**config.mk**
```make
export PLATFORM = sky130hd
export DESIGN_NAME = ram_cycle_ctrl_flat
export DESIGN_NICKNAME = d
export VERILOG_FILES = /design/src/rtl/ram_cycle_ctrl_if.sv /design/src/rtl/ram_cycle_ctrl.sv /design/src/flat_wrapper.sv
export SDC_FILE = /design/constraint.sdc
export NUM_CORES = 1
export LEC_CHECK = 0
export CAP_MARGIN = 20
export CORE_AREA = 2 2 39 41
export DETAILED_ROUTE_END_ITERATION = 12
export DIE_AREA = 0 0 41 43
export PLACE_DENSITY = 0.71
export SYNTH_ARGS = -nofsm -noshare
export SYNTH_HDL_FRONTEND = slang
export SYNTH_SLANG_ARGS = --single-unit
```
**constraint.sdc**
```tcl
create_clock -name cpu_clk -period 2.74 [get_ports cpu_clk]
set_input_delay 0.274 -clock cpu_clk [delete_from_list [all_inputs] [get_ports cpu_clk]]
set_output_delay 0.274 -clock cpu_clk [all_outputs]
set_load 0.03 [all_outputs]
```
**src/rtl/ram_cycle_ctrl_if.sv**
```systemverilog
// 68000-side bus bundle for the expansion SRAM cycle sequencer.
// master = CPU/top-level side, slave = ram_cycle_ctrl.
interface ram_cycle_ctrl_if;
    logic       cpu_nas;
    logic       cpu_nuds;
    logic       cpu_nlds;
    logic       cpu_rnw;
    logic [2:0] AH;
    logic       configured;
    logic [2:0] base_address;
    logic       ram_nce1;
    logic       ram_nce2;
    logic       ram_noe;
    logic       ram_nwe_hi;
    logic       ram_nwe_lo;
    logic       ram_dtack;
    logic       ram_hit;

    modport master (
        output cpu_nas, cpu_nuds, cpu_nlds, cpu_rnw, AH, configured, base_address,
        input  ram_nce1, ram_nce2, ram_noe, ram_nwe_hi, ram_nwe_lo, ram_dtack, ram_hit
    );

    modport slave (
        input  cpu_nas, cpu_nuds, cpu_nlds, cpu_rnw, AH, configured, base_address,
        output ram_nce1, ram_nce2, ram_noe, ram_nwe_hi, ram_nwe_lo, ram_dtack, ram_hit
    );
endinterface

```
**src/rtl/ram_cycle_ctrl.sv**
```systemverilog
// Expansion SRAM bus-cycle sequencer: decodes 68000 cycles against the autoconfig base
// and drives CE/OE/WE plus DTACK. Define RAM2_EN to decode a second 2 MB bank at base+1.
module ram_cycle_ctrl #(
    parameter int WAIT_STATES = 0
) (
    input logic             cpu_clk,
    input logic             cpu_nreset,
    ram_cycle_ctrl_if.slave bus
);

    if (WAIT_STATES < 0 || WAIT_STATES > 3) begin : g_ws_range
        $error("ram_cycle_ctrl: WAIT_STATES must be 0..3");
    end

    localparam logic [1:0] WS_LD = WAIT_STATES[1:0];

    typedef enum logic [1:0] {
        S_IDLE,
        S_START,
        S_WAIT,
        S_ACK
    } state_e;

    state_e     state_q;
    logic       nas_z_q;
    logic [1:0] wcnt_q;
    logic       rnw_l_q;
    logic       bank_l;
    logic       hit1;
    logic       hit2;
    logic       hit;
    logic       start;
    logic       active;

    assign hit1 = bus.configured & (bus.AH == bus.base_address);

`ifdef RAM2_EN
    logic [2:0] base_p1;
    logic       bank_l_q;
    assign base_p1 = bus.base_address + 3'd1;
    assign hit2    = bus.configured & (bus.AH == base_p1);
    assign bank_l  = bank_l_q;
`else
    assign hit2    = 1'b0;
    assign bank_l  = 1'b0;
`endif

    // Gated by reset so the top-level data-bus direction stays quiet while held in reset.
    assign hit   = cpu_nreset & (hit1 | hit2);
    assign start = nas_z_q & ~bus.cpu_nas & hit;

    always_ff @(posedge cpu_clk or negedge cpu_nreset) begin
        if (!cpu_nreset) begin
            state_q  <= S_IDLE;
            nas_z_q  <= 1'b1;
            wcnt_q   <= 2'd0;
            rnw_l_q  <= 1'b1;
`ifdef RAM2_EN
            bank_l_q <= 1'b0;
`endif
        end else begin
            nas_z_q <= bus.cpu_nas;
            case (state_q)
                S_IDLE: begin
                    if (start) begin
                        state_q  <= S_START;
                        rnw_l_q  <= bus.cpu_rnw;
`ifdef RAM2_EN
                        bank_l_q <= hit2;
`endif
                    end
                end
                S_START: begin
                    if (bus.cpu_nas) begin
                        state_q <= S_IDLE;
                    end else begin
                        wcnt_q  <= WS_LD;
                        state_q <= (WAIT_STATES == 0) ? S_ACK : S_WAIT;
                    end
                end
                S_WAIT: begin
                    if (bus.cpu_nas) begin
                        state_q <= S_IDLE;
                    end else begin
                        wcnt_q <= wcnt_q - 2'd1;
                        if (wcnt_q == 2'd1) state_q <= S_ACK;
                    end
                end
                S_ACK: begin
                    if (bus.cpu_nas) state_q <= S_IDLE;
                end
                default: state_q <= S_IDLE;
            endcase
        end
    end

    // Strobes follow /AS, /UDS, /LDS combinationally so they drop without waiting for a clock.
    assign active = cpu_nreset & (state_q != S_IDLE) & ~bus.cpu_nas;

    assign bus.ram_hit    = hit;
    assign bus.ram_nce1   = ~(active & ~bank_l);
`ifdef RAM2_EN
    assign bus.ram_nce2   = ~(active & bank_l);
`else
    assign bus.ram_nce2   = 1'b1;
`endif
    assign bus.ram_noe    = ~(active & rnw_l_q);
    assign bus.ram_nwe_hi = ~(active & ~rnw_l_q & ~bus.cpu_nuds);
    assign bus.ram_nwe_lo = ~(active & ~rnw_l_q & ~bus.cpu_nlds);
    assign bus.ram_dtack  = cpu_nreset & (state_q == S_ACK) & ~bus.cpu_nas;

endmodule

```
**src/flat_wrapper.sv**
```systemverilog
// flat-port wrapper written by rule: the top's interface ports become plain ports
module ram_cycle_ctrl_flat 
#(
    parameter int WAIT_STATES = 0
)
  (cpu_clk, cpu_nreset, bus_cpu_nas, bus_cpu_nuds, bus_cpu_nlds, bus_cpu_rnw, bus_AH, bus_configured, bus_base_address, bus_ram_nce1, bus_ram_nce2, bus_ram_noe, bus_ram_nwe_hi, bus_ram_nwe_lo, bus_ram_dtack, bus_ram_hit);
  ram_cycle_ctrl_if bus_i ();
  input logic cpu_clk;
  input logic cpu_nreset;
  input wire logic [$bits(bus_i.cpu_nas)-1:0] bus_cpu_nas;
  input wire logic [$bits(bus_i.cpu_nuds)-1:0] bus_cpu_nuds;
  input wire logic [$bits(bus_i.cpu_nlds)-1:0] bus_cpu_nlds;
  input wire logic [$bits(bus_i.cpu_rnw)-1:0] bus_cpu_rnw;
  input wire logic [$bits(bus_i.AH)-1:0] bus_AH;
  input wire logic [$bits(bus_i.configured)-1:0] bus_configured;
  input wire logic [$bits(bus_i.base_address)-1:0] bus_base_address;
  output wire logic [$bits(bus_i.ram_nce1)-1:0] bus_ram_nce1;
  output wire logic [$bits(bus_i.ram_nce2)-1:0] bus_ram_nce2;
  output wire logic [$bits(bus_i.ram_noe)-1:0] bus_ram_noe;
  output wire logic [$bits(bus_i.ram_nwe_hi)-1:0] bus_ram_nwe_hi;
  output wire logic [$bits(bus_i.ram_nwe_lo)-1:0] bus_ram_nwe_lo;
  output wire logic [$bits(bus_i.ram_dtack)-1:0] bus_ram_dtack;
  output wire logic [$bits(bus_i.ram_hit)-1:0] bus_ram_hit;
  assign bus_i.cpu_nas = bus_cpu_nas;
  assign bus_i.cpu_nuds = bus_cpu_nuds;
  assign bus_i.cpu_nlds = bus_cpu_nlds;
  assign bus_i.cpu_rnw = bus_cpu_rnw;
  assign bus_i.AH = bus_AH;
  assign bus_i.configured = bus_configured;
  assign bus_i.base_address = bus_base_address;
  assign bus_ram_nce1 = bus_i.ram_nce1;
  assign bus_ram_nce2 = bus_i.ram_nce2;
  assign bus_ram_noe = bus_i.ram_noe;
  assign bus_ram_nwe_hi = bus_i.ram_nwe_hi;
  assign bus_ram_nwe_lo = bus_i.ram_nwe_lo;
  assign bus_ram_dtack = bus_i.ram_dtack;
  assign bus_ram_hit = bus_i.ram_hit;
  ram_cycle_ctrl #(.WAIT_STATES(WAIT_STATES)) u_core (.cpu_clk(cpu_clk), .cpu_nreset(cpu_nreset), .bus(bus_i));
endmodule
```
==> results list <==
* Number of global-route vias before repair: 348
- No sink is reached through more buffers than the 2 on the longest clock path.
- In the final routed layout, each cell accounts on average for 10.7 um.
- Counting every net in the synthesized netlist gives 64.
- Count of nets left with antenna violations after detail routing: 0
* Total Negative Setup Slacks: 0 ps
* Most common library cell in the layout ignoring fill and taps: sky130_fd_sc_hd__clkdlybuf4s50_1
- Count of pins over their slew limit: 0
- Along the worst path, the maximum fanout reaches 4.
- The floorplan step defined a core boundary enclosing 1380 um2.
* Area of the die: 1760 um2
- Setup Crit Path Kind: reg -> out
* Clock buffers created by TritonCTS: 3
- The final count of hold timing violations was 0.
- For the worst flop-to-flop path, the logic depth is 5.
- Average instance area after synthesis: 9.52 um2
* Overall power of the completed layout: 437 uW
- In this run the post-CTS setup repair buffer count came out at 0.
- The flow ran to the end, and the final reports show no timing, DRC or antenna violations.
- Post-CTS Hold Fix Bufs: 0
- The die is 43 um tall.
* Worst Skew: 5.35 ps
* RePlAce Congestion: 0.737
- Filler instances: 147
- Final Non-Filler Cells: 83
- The initial antenna violation count came to 0.
- Required time at the endpoint of the critical path: 2470 ps
* Max Cap Violations: 0
- Post-Synthesis Cell Area: 438 um2
* Die Width: 41 um
* Number of nets in the final layout: 87
- Class of the tightest hold or removal check: in -> async
- Synthesis Warnings: 0
* Most frequent cells in the layout: 18 x sky130_fd_sc_hd__clkdlybuf4s50_1, 7 x sky130_fd_sc_hd__inv_1, 5 x sky130_fd_sc_hd__nand2_1, 5 x sky130_fd_sc_hd__ha_1, 4 x sky130_fd_sc_hd__dfrtp_1
- HPWL after detailed placement: 742 um
- Using the TritonRoute via totals, the vias-per-cell ratio works out to 4.42.
* Placed cell count: 80
- Count of inserted antenna diode cells: 0
- Clock transition time at the flip-flop clock pins of the worst setup and hold paths: 50 ps
- CTS tree: yes
- Number of vias in the routed layout: 367
- Synth cell types: 22
* Skew-Pair Late Insertion Delay: 250 ps
* P&R area growth vs syn: 50.9%
* Top FF cell, synth: sky130_fd_sc_hd__dfrtp_1
* Worst-case vdd ir drop: 0.402 mV
* Startpoint of the worst register-to-register path: u_core.state_q[1]
- In this run the clock root is driven by a sky130_fd_sc_hd__clkbuf_4.
- For this configuration, the core starts out at a cell density of 0.316.
* Post-cts resize count: 0
* Arrival time at the worst endpoint: 2020 ps
- The smallest clock period supported by the final layout is computed as 2290 ps.
- After technology mapping, the gate count stands at 46.
* Reported leakage power: 0.303 nW
* Ratio of total power to cell area: 662 nW/um2
- For this run the aggregate overflow at the end of global routing stands at 0.
- For flop-to-flop paths, the worst setup slack is 1400 ps.
- Rows: 14
- Counting flops with a built-in enable in the synthesized netlist gives 0.
* Layout cells sized above 1: 0.119
- Across every metal layer, demand over resource in global routing totals 0.121.
* Async set-or-reset flop fraction in the synthesized netlist: 1.00
- During placement, the flow inserted port buffers numbering 18.
- Setup violations remaining at the end of the flow were counted as 0.
- H-tree level count: 1
* Capturing element type of the critical path: primary output
- Wire length of the first global-routing pass: 1390 um
* Clock sink count: 6
- Critical Path Source Type: register
* 1st-iter DRT viols: 3
* Fmax: 436 MHz
- Post-synthesis sequential element count: 6
* Register area share after synthesis: 0.349
- After detailed routing, the total wire length is 888 um.
* Endpoint of the lowest-slack register-to-register path: u_core.state_q[1]
- Setup repair after global routing left no endpoint under its margin.
- Final Cycle Share: 0.836
- Entering global routing, the biggest net connects 9 pins.
* Number of placed I/O pins: 20
- Iteration count of the initial detailed-routing pass: 3
- Final routed DRC violation total: 0
==> through the flow <==
| stage | area, um2 | setup slack, ps | utilization | hold WS [ps] |
|---|---|---|---|---|
| finish | 661 | 448 | 0.477 | 374 |
| global route | 661 | 334 | 0.477 | 400 |
| CTS | 661 | 430 | 0.477 | 368 |
| detailed placement | 638 | 508 | 0.461 | 494 |
| global placement | 638 | 547 | 0.461 | 465 |
| floorplan | 438 | 934 | - | -21.6 |
==> Yosys cell counts (2+ instances only) <==
library cell | instances | area, um2
sky130_fd_sc_hd__nand2b_1 | 2 | 12.5
sky130_fd_sc_hd__dfstp_2 | 2 | 52.6
sky130_fd_sc_hd__inv_1 | 7 | 26.3
sky130_fd_sc_hd__o21ai_0 | 2 | 10.0
sky130_fd_sc_hd__xor2_1 | 3 | 26.3
sky130_fd_sc_hd__nand2_1 | 5 | 18.8
sky130_fd_sc_hd__or3_1 | 2 | 12.5
sky130_fd_sc_hd__dfrtp_1 | 4 | 100
sky130_fd_sc_hd__mux2i_1 | 2 | 20.0
sky130_fd_sc_hd__ha_1 | 5 | 62.6
==> metal layers <==
| metal | vias to the layer above | routed length (um) | global-route usage |
|---|---|---|---|
| met2 | 11 | 404 | 0.163 |
| met4 | 0 | 18 | 0.0600 |
| met3 | 2 | 66 | 0.0471 |
| met5 | - | 0 | 0 |
| met1 | 159 | 399 | 0.164 |
| li1 | 195 | - | - |
==> critical path, cell delays in order (launching register included) <==
cell and delay, ps:
sky130_fd_sc_hd__dfrtp_1 360, sky130_fd_sc_hd__inv_1 80, sky130_fd_sc_hd__ha_1 220, sky130_fd_sc_hd__inv_1 70
sky130_fd_sc_hd__nand3b_1 120, sky130_fd_sc_hd__or3_1 320, sky130_fd_sc_hd__clkdlybuf4s50_1 600
==> kinds of logic (layout without fill, tap and decap cells) <==
kind of cell	count (synthesis)	after routing	share of synthesized area
simple gates	14	14	0.200
buf+inv	8	29	0.0772
mux	3	3	0.0800
fa+ha+maj	5	5	0.143
xor+xnor	3	3	0.0600
compound gates	6	6	0.0829
flops	6	6	0.349
other cells	1	1	0.00856
==> sequential cells by signal, summed over array words and instances (netlist names) <==
register and flops:
u_core.wcnt_q 2, u_core.nas_z_q 1, u_core.rnw_l_q 1, u_core.state_q 2
==> worst max path at each step <==
stage	cells after the start	slack, ps	end	startpoint
final	6	450	bus_ram_nwe_hi	u_core.state_q[0]
after global routing	6	330	bus_ram_nwe_hi	u_core.state_q[0]
after CTS	6	430	bus_ram_nwe_hi	u_core.state_q[0]
after detailed placement	4	510	bus_ram_nwe_hi	bus_cpu_nas
after global placement	4	550	bus_ram_nwe_hi	bus_cpu_nas
after floorplan	5	930	bus_ram_nwe_hi	u_core.state_q[0]
==> power breakdown <==
| part | switching (mW) | total [mW] | internal [mW] |
|---|---|---|---|
| Combinational | 0.112 | 0.216 | 0.104 |
| Clock | 0.0344 | 0.0841 | 0.0497 |
| Sequential | 0.0190 | 0.137 | 0.118 |
| Total | 0.165 | 0.437 | 0.272 |
==> layout make-up <==
class                           instances  area [um2]  share of cell area
Clock buffer                            3        22.5              0.0341
Inverter                                7        26.3              0.0398
Multi-Input combinational cell         32         251               0.381
Sequential cell                         6         153               0.231
Tap cell                               16        20.0              0.0303
Timing Repair Buffer                   19         188               0.284
Note: power is estimated with default switching activity, not from simulation.
